## src/rtl/tile_load_sequencer.sv

```systemverilog
// tile_load_sequencer
// Fetches one convolution tile per iteration (IFM_WORDS IFM words, WGT_WORDS
// WGT words, BIAS_WORDS BIAS words) from shared memory through an arbiter
// port. It steers each returned word into the matching buffer, then presents
// the tile to the PE array with a ready/ack handshake. This repeats for
// num_tiles tiles.
//
// Ports
//   clk, rst                 clock (rising edge), synchronous active-high reset
//   start, num_tiles,        run launch; count and bases captured in IDLE
//   ifm_base/wgt_base/bias_base
//   mem_req, mem_addr,       read request port; accepted when mem_req && mem_gnt,
//   mem_gnt, mem_rdata       data returns RD_LAT cycles after acceptance
//   buf_wr_en, buf_sel,      buffer write port (sel 01 IFM, 10 WGT, 11 BIAS)
//   buf_data
//   tile_ready, pe_ack       tile handshake with the PE array
//   tile_idx                 index of the tile being loaded/presented
//   busy, done               status; done pulses once at end of run
module tile_load_sequencer #(
   parameter int ADDR_W     = 16,
   parameter int DATA_W     = 32,
   parameter int RD_LAT     = 2,
   parameter int IFM_WORDS  = 3,
   parameter int WGT_WORDS  = 3,
   parameter int BIAS_WORDS = 1
) (
   input  logic              clk,
   input  logic              rst,
   input  logic              start,
   input  logic [15:0]       num_tiles,
   input  logic [ADDR_W-1:0] ifm_base,
   input  logic [ADDR_W-1:0] wgt_base,
   input  logic [ADDR_W-1:0] bias_base,
   output logic              mem_req,
   output logic [ADDR_W-1:0] mem_addr,
   input  logic              mem_gnt,
   input  logic [DATA_W-1:0] mem_rdata,
   output logic              buf_wr_en,
   output logic [1:0]        buf_sel,
   output logic [DATA_W-1:0] buf_data,
   output logic              tile_ready,
   input  logic              pe_ack,
   output logic [15:0]       tile_idx,
   output logic              busy,
   output logic              done
);

   localparam logic [1:0] SEL_NONE = 2'b00;
   localparam logic [1:0] SEL_IFM  = 2'b01;
   localparam logic [1:0] SEL_WGT  = 2'b10;
   localparam logic [1:0] SEL_BIAS = 2'b11;

   localparam logic [7:0] IFM_LAST  = 8'(IFM_WORDS - 1);
   localparam logic [7:0] WGT_LAST  = 8'(WGT_WORDS - 1);
   localparam logic [7:0] BIAS_LAST = 8'(BIAS_WORDS - 1);

   typedef enum logic [2:0] {
      IDLE,
      FETCH_IFM,
      FETCH_WGT,
      FETCH_BIAS,
      DRAIN,
      READY,
      FIN
   } state_t;

   state_t state, state_nxt;

   logic [15:0]       num_tiles_q;
   logic [15:0]       tile_idx_q;
   logic [ADDR_W-1:0] ifm_ptr, wgt_ptr, bias_ptr;
   logic [7:0]        wcnt;        // words accepted in the current phase
   logic [1:0]        cur_sel;     // buffer code of the phase now requesting
   logic              phase_last;  // current request is the last of its phase
   logic              acc;         // request accepted this cycle
   logic              last_tile;

   // Tag pipeline: stage 1 is loaded at acceptance, stage RD_LAT lines up
   // with the returning mem_rdata.
   logic [RD_LAT:1]      vld_pipe;
   logic [RD_LAT:1][1:0] tag_pipe;

   assign last_tile = (tile_idx_q == num_tiles_q - 16'd1);
   assign acc       = mem_req & mem_gnt;

   always_comb begin
      state_nxt  = state;
      mem_req    = 1'b0;
      cur_sel    = SEL_NONE;
      phase_last = 1'b0;
      case (state)
         IDLE: begin
            if (start) state_nxt = (num_tiles == 16'd0) ? FIN : FETCH_IFM;
         end
         FETCH_IFM: begin
            mem_req    = 1'b1;
            cur_sel    = SEL_IFM;
            phase_last = (wcnt == IFM_LAST);
            if (mem_gnt && phase_last) state_nxt = FETCH_WGT;
         end
         FETCH_WGT: begin
            mem_req    = 1'b1;
            cur_sel    = SEL_WGT;
            phase_last = (wcnt == WGT_LAST);
            if (mem_gnt && phase_last) state_nxt = FETCH_BIAS;
         end
         FETCH_BIAS: begin
            mem_req    = 1'b1;
            cur_sel    = SEL_BIAS;
            phase_last = (wcnt == BIAS_LAST);
            if (mem_gnt && phase_last) state_nxt = DRAIN;
         end
         DRAIN: begin
            // Empty pipe means the final write is on the buffer port this
            // cycle, so READY starts right after it.
            if (vld_pipe == '0) state_nxt = READY;
         end
         READY: begin
            if (pe_ack) state_nxt = last_tile ? FIN : FETCH_IFM;
         end
         FIN:     state_nxt = IDLE;
         default: state_nxt = IDLE;
      endcase
   end

   always_comb begin
      mem_addr = '0;
      case (cur_sel)
         SEL_IFM:  mem_addr = ifm_ptr;
         SEL_WGT:  mem_addr = wgt_ptr;
         SEL_BIAS: mem_addr = bias_ptr;
         default:  mem_addr = '0;
      endcase
   end

   always_ff @(posedge clk) begin
      if (rst) begin
         state       <= IDLE;
         num_tiles_q <= '0;
         tile_idx_q  <= '0;
         ifm_ptr     <= '0;
         wgt_ptr     <= '0;
         bias_ptr    <= '0;
         wcnt        <= '0;
         vld_pipe    <= '0;
         tag_pipe    <= '0;
         buf_wr_en   <= 1'b0;
         buf_sel     <= SEL_NONE;
         buf_data    <= '0;
      end else begin
         state <= state_nxt;

         if (state == IDLE && start) begin
            num_tiles_q <= num_tiles;
            tile_idx_q  <= '0;
            ifm_ptr     <= ifm_base;
            wgt_ptr     <= wgt_base;
            bias_ptr    <= bias_base;
            wcnt        <= '0;
         end

         // Pointers are never rewound between tiles, so tile k naturally
         // starts where tile k-1 stopped.
         if (acc) begin
            wcnt <= phase_last ? 8'd0 : wcnt + 8'd1;
            case (cur_sel)
               SEL_IFM:  ifm_ptr  <= ifm_ptr  + ADDR_W'(1);
               SEL_WGT:  wgt_ptr  <= wgt_ptr  + ADDR_W'(1);
               SEL_BIAS: bias_ptr <= bias_ptr + ADDR_W'(1);
               default:  ;
            endcase
         end

         if (state == READY && pe_ack && !last_tile)
            tile_idx_q <= tile_idx_q + 16'd1;

         vld_pipe[1] <= acc;
         tag_pipe[1] <= acc ? cur_sel : SEL_NONE;
         for (int i = 2; i <= RD_LAT; i++) begin
            vld_pipe[i] <= vld_pipe[i-1];
            tag_pipe[i] <= tag_pipe[i-1];
         end

         buf_wr_en <= vld_pipe[RD_LAT];
         buf_sel   <= vld_pipe[RD_LAT] ? tag_pipe[RD_LAT] : SEL_NONE;
         if (vld_pipe[RD_LAT]) buf_data <= mem_rdata;
      end
   end

   assign tile_ready = (state == READY);
   assign busy       = (state != IDLE);
   assign done       = (state == FIN);
   assign tile_idx   = tile_idx_q;

endmodule
```

## config.mk

```make
export PLATFORM = sky130hd
export DESIGN_NAME = tile_load_sequencer
export DESIGN_NICKNAME = d
export VERILOG_FILES = /design/src/rtl/tile_load_sequencer.sv
export SDC_FILE = /design/constraint.sdc
export NUM_CORES = 1
export LEC_CHECK = 0
export BUFFER_PORTS_ARGS = -buffer_cell sky130_fd_sc_hd__clkbuf_2
export CAP_MARGIN = 20
export CORE_AREA = 2 2 157 189
export CTS_BUF_LIST = sky130_fd_sc_hd__clkbuf_16
export CTS_CLUSTER_DIAMETER = 60
export DETAILED_ROUTE_END_ITERATION = 10
export DIE_AREA = 0 0 159 191
export RECOVER_POWER = 100
export SYNTH_ARGS = -nofsm -noshare
export SYNTH_HDL_FRONTEND = slang
export SYNTH_SLANG_ARGS = --single-unit
```

## constraint.sdc

```tcl
create_clock -name clk -period 3.8 [get_ports clk]
set_input_delay 0.38 -clock clk [delete_from_list [all_inputs] [get_ports clk]]
set_output_delay 0.38 -clock clk [all_outputs]
set_load 0.05 [all_outputs]
```

Word-level counts from Yosys, hierarchy flattened:

Cells that the tools add are included.

* $add $sub $neg: 6
* equality and inequality tests: 17
* mux-type cells: 27
* bitwise operators: 3
* reduce and logical (&&, ||, !) cells: 18

Operators with widths (number)
* 16-bit 2-to-1 mux: 11
* 16-bit by 1-bit adder with 16-bit output (second input constant): 4
* 16-bit one-hot mux with 3 select lines: 1
* 3-bit 2-to-1 mux: 8
* 8-bit 2-to-1 mux: 3
* 3-bit one-hot mux with 6 select lines: 1
* 16-bit equality test: 1
* 16-bit zero test: 1
* 16-bit by 1-bit subtractor with 16-bit output (second input constant): 1
* 2-bit inequality test (second input constant): 5
* 3-bit equality test (second input constant): 3
* 8-bit by 1-bit adder with 8-bit output (second input constant): 1
* 8-bit by 2-bit equality test with 1-bit output (second input constant): 1
* 8-bit zero test: 1
* 3-bit by 2-bit equality test with 1-bit output (second input constant): 2
* 2-bit one-hot mux with 3 select lines: 1
* 6-bit AND reduction: 1
* 2-bit OR reduction: 3
* 1-bit logical AND: 5
* 2-bit equality test (second input constant): 2
* 2-bit nonzero test: 2
* 3-bit by 1-bit equality test with 1-bit output (second input constant): 1
* 3-bit zero test: 1
* 3-bit nonzero test: 1
* 9 further kinds: 10

* bits in registers: 132
* input bits: 101
* output and inout port bits: 71
* word-level logic and storage cells: 84

Depth between registers and ports, before layout:

* depth after elaboration: 6
* mapped depth: 11

Least setup slack after synthesis:

OpenSTA, ideal clock, no wires.

* path kind: flip-flop to flip-flop
* start point: register num_tiles_q[0]
* end point: register tile_idx_q[10], in the netlist tile_idx[10]
* setup time: 0.122 ns
* arrival: 2.613 ns
* slack: 1.065 ns
* stages on the path, launching flop included: 12
* path buffers: 1
* period minus slack after synthesis: 2.735 ns
* path through: dfxtp_1 > inv_1 > ha_1 > or4b_1 > o21ai_0 > nor3b_1 > a21oi_1 > a211oi_1 > a21oi_1 > buf_2 > and3_1 > a221o_1

* longest elaborated chain between the ends: 5

RTL lines
* start, declared: RTL line 69 `logic [15:0] num_tiles_q;`
* start signal, assigned: RTL line 154 `num_tiles_q <= num_tiles;`
* 16-bit by 1-bit subtractor with 16-bit output (*): RTL line 83 `assign last_tile = (tile_idx_q == num_tiles_q - 16'd1);`
* 16-bit equality test (*): RTL line 83
* 1-bit zero test (*): RTL line 174 `if (state == READY && pe_ack && !last_tile)`
* 1-bit logical AND (*): RTL line 174
* 16-bit 2-to-1 mux / 2-bit nonzero test (equally long branches)
* end signal, assigned: RTL line 175 `tile_idx_q <= tile_idx_q + 16'd1;`
* end, declared: RTL line 70 `logic [15:0] tile_idx_q;`

Mark *: on every way between the ends. The rest lies on a longest branch, timed or not.
A chain may end at the register's enable or synchronous reset.

Final worst setup path:

* start point: register state[1]
* end point: output port mem_addr[10]

* longest elaborated chain between the ends: 4

RTL lines
* start, declared: RTL line 67 `state_t state, state_nxt;`
* start signal, assigned: RTL line 151 `state <= state_nxt;`
* 3-bit by 2-bit equality test with 1-bit output / 3-bit by 1-bit equality test with 1-bit output (equally long branches): RTL line 91 `case (state)`
* 2-bit one-hot mux with 3 select lines (*): RTL line 91
* 2-bit equality test / 2-bit by 1-bit equality test with 1-bit output (equally long branches): RTL line 128 `case (cur_sel)`
* 16-bit one-hot mux with 3 select lines (*): RTL line 128
* end, declared: RTL line 35 `output logic [ADDR_W-1:0] mem_addr,`

Marked as above.

==> results.toml <==
[status]
status = "complete, but fails checks"
violations = "capacitance limit, slew limit"

[synthesis]
ys_warn_count = 0
ys_seq_area_share_pct = 37.6
ys.flop_type = "dfxtp_1"
netlist_instances = 892
synth_fp_nets = 1001
async_flop_share_pct = 0
syn_avg_cell_area_um2 = 7.88
ys_ff_latch = 132
synth_area_mm2 = 0.00703
ys_types = 59
synth_edf_count = 0

[die]
die_w_um = 159
core_mm2 = 0.0286
start_util_pct = 24.6
die_area_mm2 = 0.0304
die_y_um = 191
rows = 68
ios = 172

[routing]
ant_nets = 0
viasPerCell = 4.90
drt_wl_total_um = 21600
drc = 0
wl_per_cell_um = 15.1
vias = 7025
first_pass_iters = 5
drtIter0Drc = 440

[sta]
report.final.slew_viol_count = 55
fin_ws_ps = 398
fmax_mhz = 294
rsz0062_at_grt = "false"
tightestPinTransition_ps = 2610
setup_violations = 0
max_slew_margin_pct = -73.9
hold_violations = 0
finalClockSkew_ps = 9.96
period_minus_slack_ps = 3400
period_share_pct = 89.5
fin_tns_setup_ps = 0

[power_and_ir_drop]
clockPowerShare_pct = 29.8
p_seq_share_pct = 34.3
power_switching_mw = 2.09
powerDensity_mw_per_mm2 = 604
comb_power_share_pct = 35.8
ir_drop_mv = 0.222
p_int_mw = 3.14
cellLeakagePower_nw = 3.41
power_mw = 5.24
sw_frac_of_total_pct = 39.9

[cells_and_area]
synthToLayoutAreaGrowth_pct = 23.3
post_layout_nonfiller_instances = 1433
multi_input_area_mm2 = 0.00411
drive_gt1_share_pct = 15.4
final_util_pct = 30.3
regArea_mm2 = 0.00264
fillers = 3190
num-nets-final = 1142

[global_route]
grt_usage_pct = 14.0
grt_max_degree = 60
grt_first_pass_wirelength_um = 33700
grt-ovfl-total = 0
antenna_found_initial = 2
first_global_vias = 6299

[critical_path]
crit_chain = "clkbuf_1 -> mux2_2 -> a22oi_1 -> nor2_1 -> clkbuf_1"
r2r-end = "wgt_ptr[14]"
slowest_delay_ps = 790
start_kind = "register"
crit_path_frequent_cell = "clkbuf_1"
r2r_slack_ps = 540
arrival_ps = 3020
crit_path_start = "state[1]"
crit_type = "register to primary output"
reg2reg_from = "state[1]"
r2r_cells = 7
critPathCaptureType = "primary output"
cp_slowest_cell = "dfxtp_1"
path_max_fanout = 20
cp_data_required_time_ps = 3420

[placement]
dp_slack_ps = 624
dp_hpwl_um = 15800
io_buffers = 171
gp_congestion = 0.868
dp_cells = 1399

[hold_path]
worstHoldStart = "bias_base[0]"
min_path_cells = 3
hold_end = "bias_ptr[0]"
hp-class = "input port to register"

[clocking]
clk_latency_ps = 420
cts_root_buf = "clkbuf_16"
postCtsSetupBuffers = 0
numCtsBuffers = 17
cts_hold_buffers = 0
htreeDepth = 4
clk_pin_slew_worst_paths_ps = 60
cts_resized = 0
cts_num_sinks = 132
tritoncts = "built"
clockBufferDepth = 2

[run]
maxCapViolCount = 1
==> registers in the layout, indices dropped and copies added, names as in the netlist <==
register,flops
buf_data,32
bias_ptr,16
ifm_ptr,16
num_tiles_q,16
tile_idx,16
wgt_ptr,16
wcnt,8
tag_pipe,4
state,3
buf_sel,2
vld_pipe,2
buf_wr_en,1
==> cell families after synthesis <==
| group | after synthesis | synth area share [%] |
|---|---|---|
| buf+inv | 71 | 3.93 |
| xor+xnor | 21 | 2.62 |
| flops | 132 | 37.6 |
| compound gates | 198 | 19.1 |
| mux | 51 | 7.58 |
| fa+ha+maj | 8 | 1.42 |
| simple gates | 411 | 27.8 |
==> cell usage in the layout, fill, tap and decap left out, types with 5 or more instances in the layout <==
cell type	n
nor2_1	142
dfxtp_1	131
nand2_1	106
clkbuf_2	101
clkbuf_1	74
o21ai_0	53
a21oi_1	44
and3_1	38
mux2i_1	33
nor3_1	26
a22oi_1	24
nor3b_1	19
a221oi_1	19
nand3_1	18
clkbuf_16	17
mux2_2	16
inv_1	14
nor4_1	14
xor2_1	12
a221o_1	11
nor2b_1	10
xnor2_1	9
a222oi_1	9
or3_1	8
ha_1	8
a211oi_1	7
buf_4	7
a31oi_1	6
or4_1	5
==> power groups by stage <==
stage / combinational (mW) / clock, mW / sequential, mW
after detailed placement: 1.91 / 0 / 1.82
after floorplan: 1.42 / 0 / 1.80
after CTS: 1.91 / 1.61 / 1.79
after global placement: 1.89 / 0 / 1.82
after global routing: 2.08 / 1.66 / 1.83
final: 1.88 / 1.56 / 1.80
==> critical path, delay by kind of cell, from the launching register on <==
kind            cells  cell delay, ps
simple gates        1             150
mux                 1             340
buf+inv             2            1250
flops               1             790
compound gates      1              70
==> how the worst max path moves through the flow <==
stage          slack, ps  cells after the start      endpoint
4_1_cts              590                     10   tile_idx[6]
3_5_place_dp         620                     10   tile_idx[6]
3_3_place_gp         670                     10  tile_idx[10]
5_1_grt              150                      5  mem_addr[10]
2_1_floorplan       1060                     11  tile_idx[10]
6_report             400                      5  mem_addr[10]
==> cell usage after synthesis, types with 17 or more instances <==
master	number	share of area, %
a21oi_1	44	3.1
a221oi_1	19	2.4
a22oi_1	24	2.6
and3_1	38	3.4
clkbuf_1	52	2.8
dfxtp_1	132	38
mux2_2	17	2.7
mux2i_1	33	4.7
nand2_1	105	5.6
nand3_1	18	1.3
nor2_1	142	7.6
nor3_1	26	1.9
nor3b_1	19	2.0
o21ai_0	53	3.8
==> through the flow <==
| stage | hold WS [ps] | cell area (um^2) |
|---|---|---|
| 4_1_cts | 166 | 8780 |
| 5_1_grt | 186 | 8670 |
| 3_5_place_dp | 419 | 8230 |
| 2_1_floorplan | 406 | 7030 |
| 6_report | 188 | 8670 |
| 3_3_place_gp | 412 | 8230 |
==> final cells by class <==
class,instances,share of cell area (%)
Sequential cell,132,30.5
Multi-Input combinational cell,689,47.4
Antenna cell,3,0.0866
Inverter,10,0.433
Clock buffer,17,4.90
Tap cell,385,5.55
Timing Repair Buffer,183,9.69
Clock inverter,14,1.44
==> layer usage <==
metal / up-vias / global-route usage (%) / routed length [um]
li1: 3497 / - / -
met1: 3328 / 17.4 / 9510
met2: 179 / 23.5 / 10500
met3: 19 / 2.89 / 1200
met4: 2 / 5.63 / 385
met5: - / 0 / 10
Note: power is estimated with default switching activity, not from simulation.
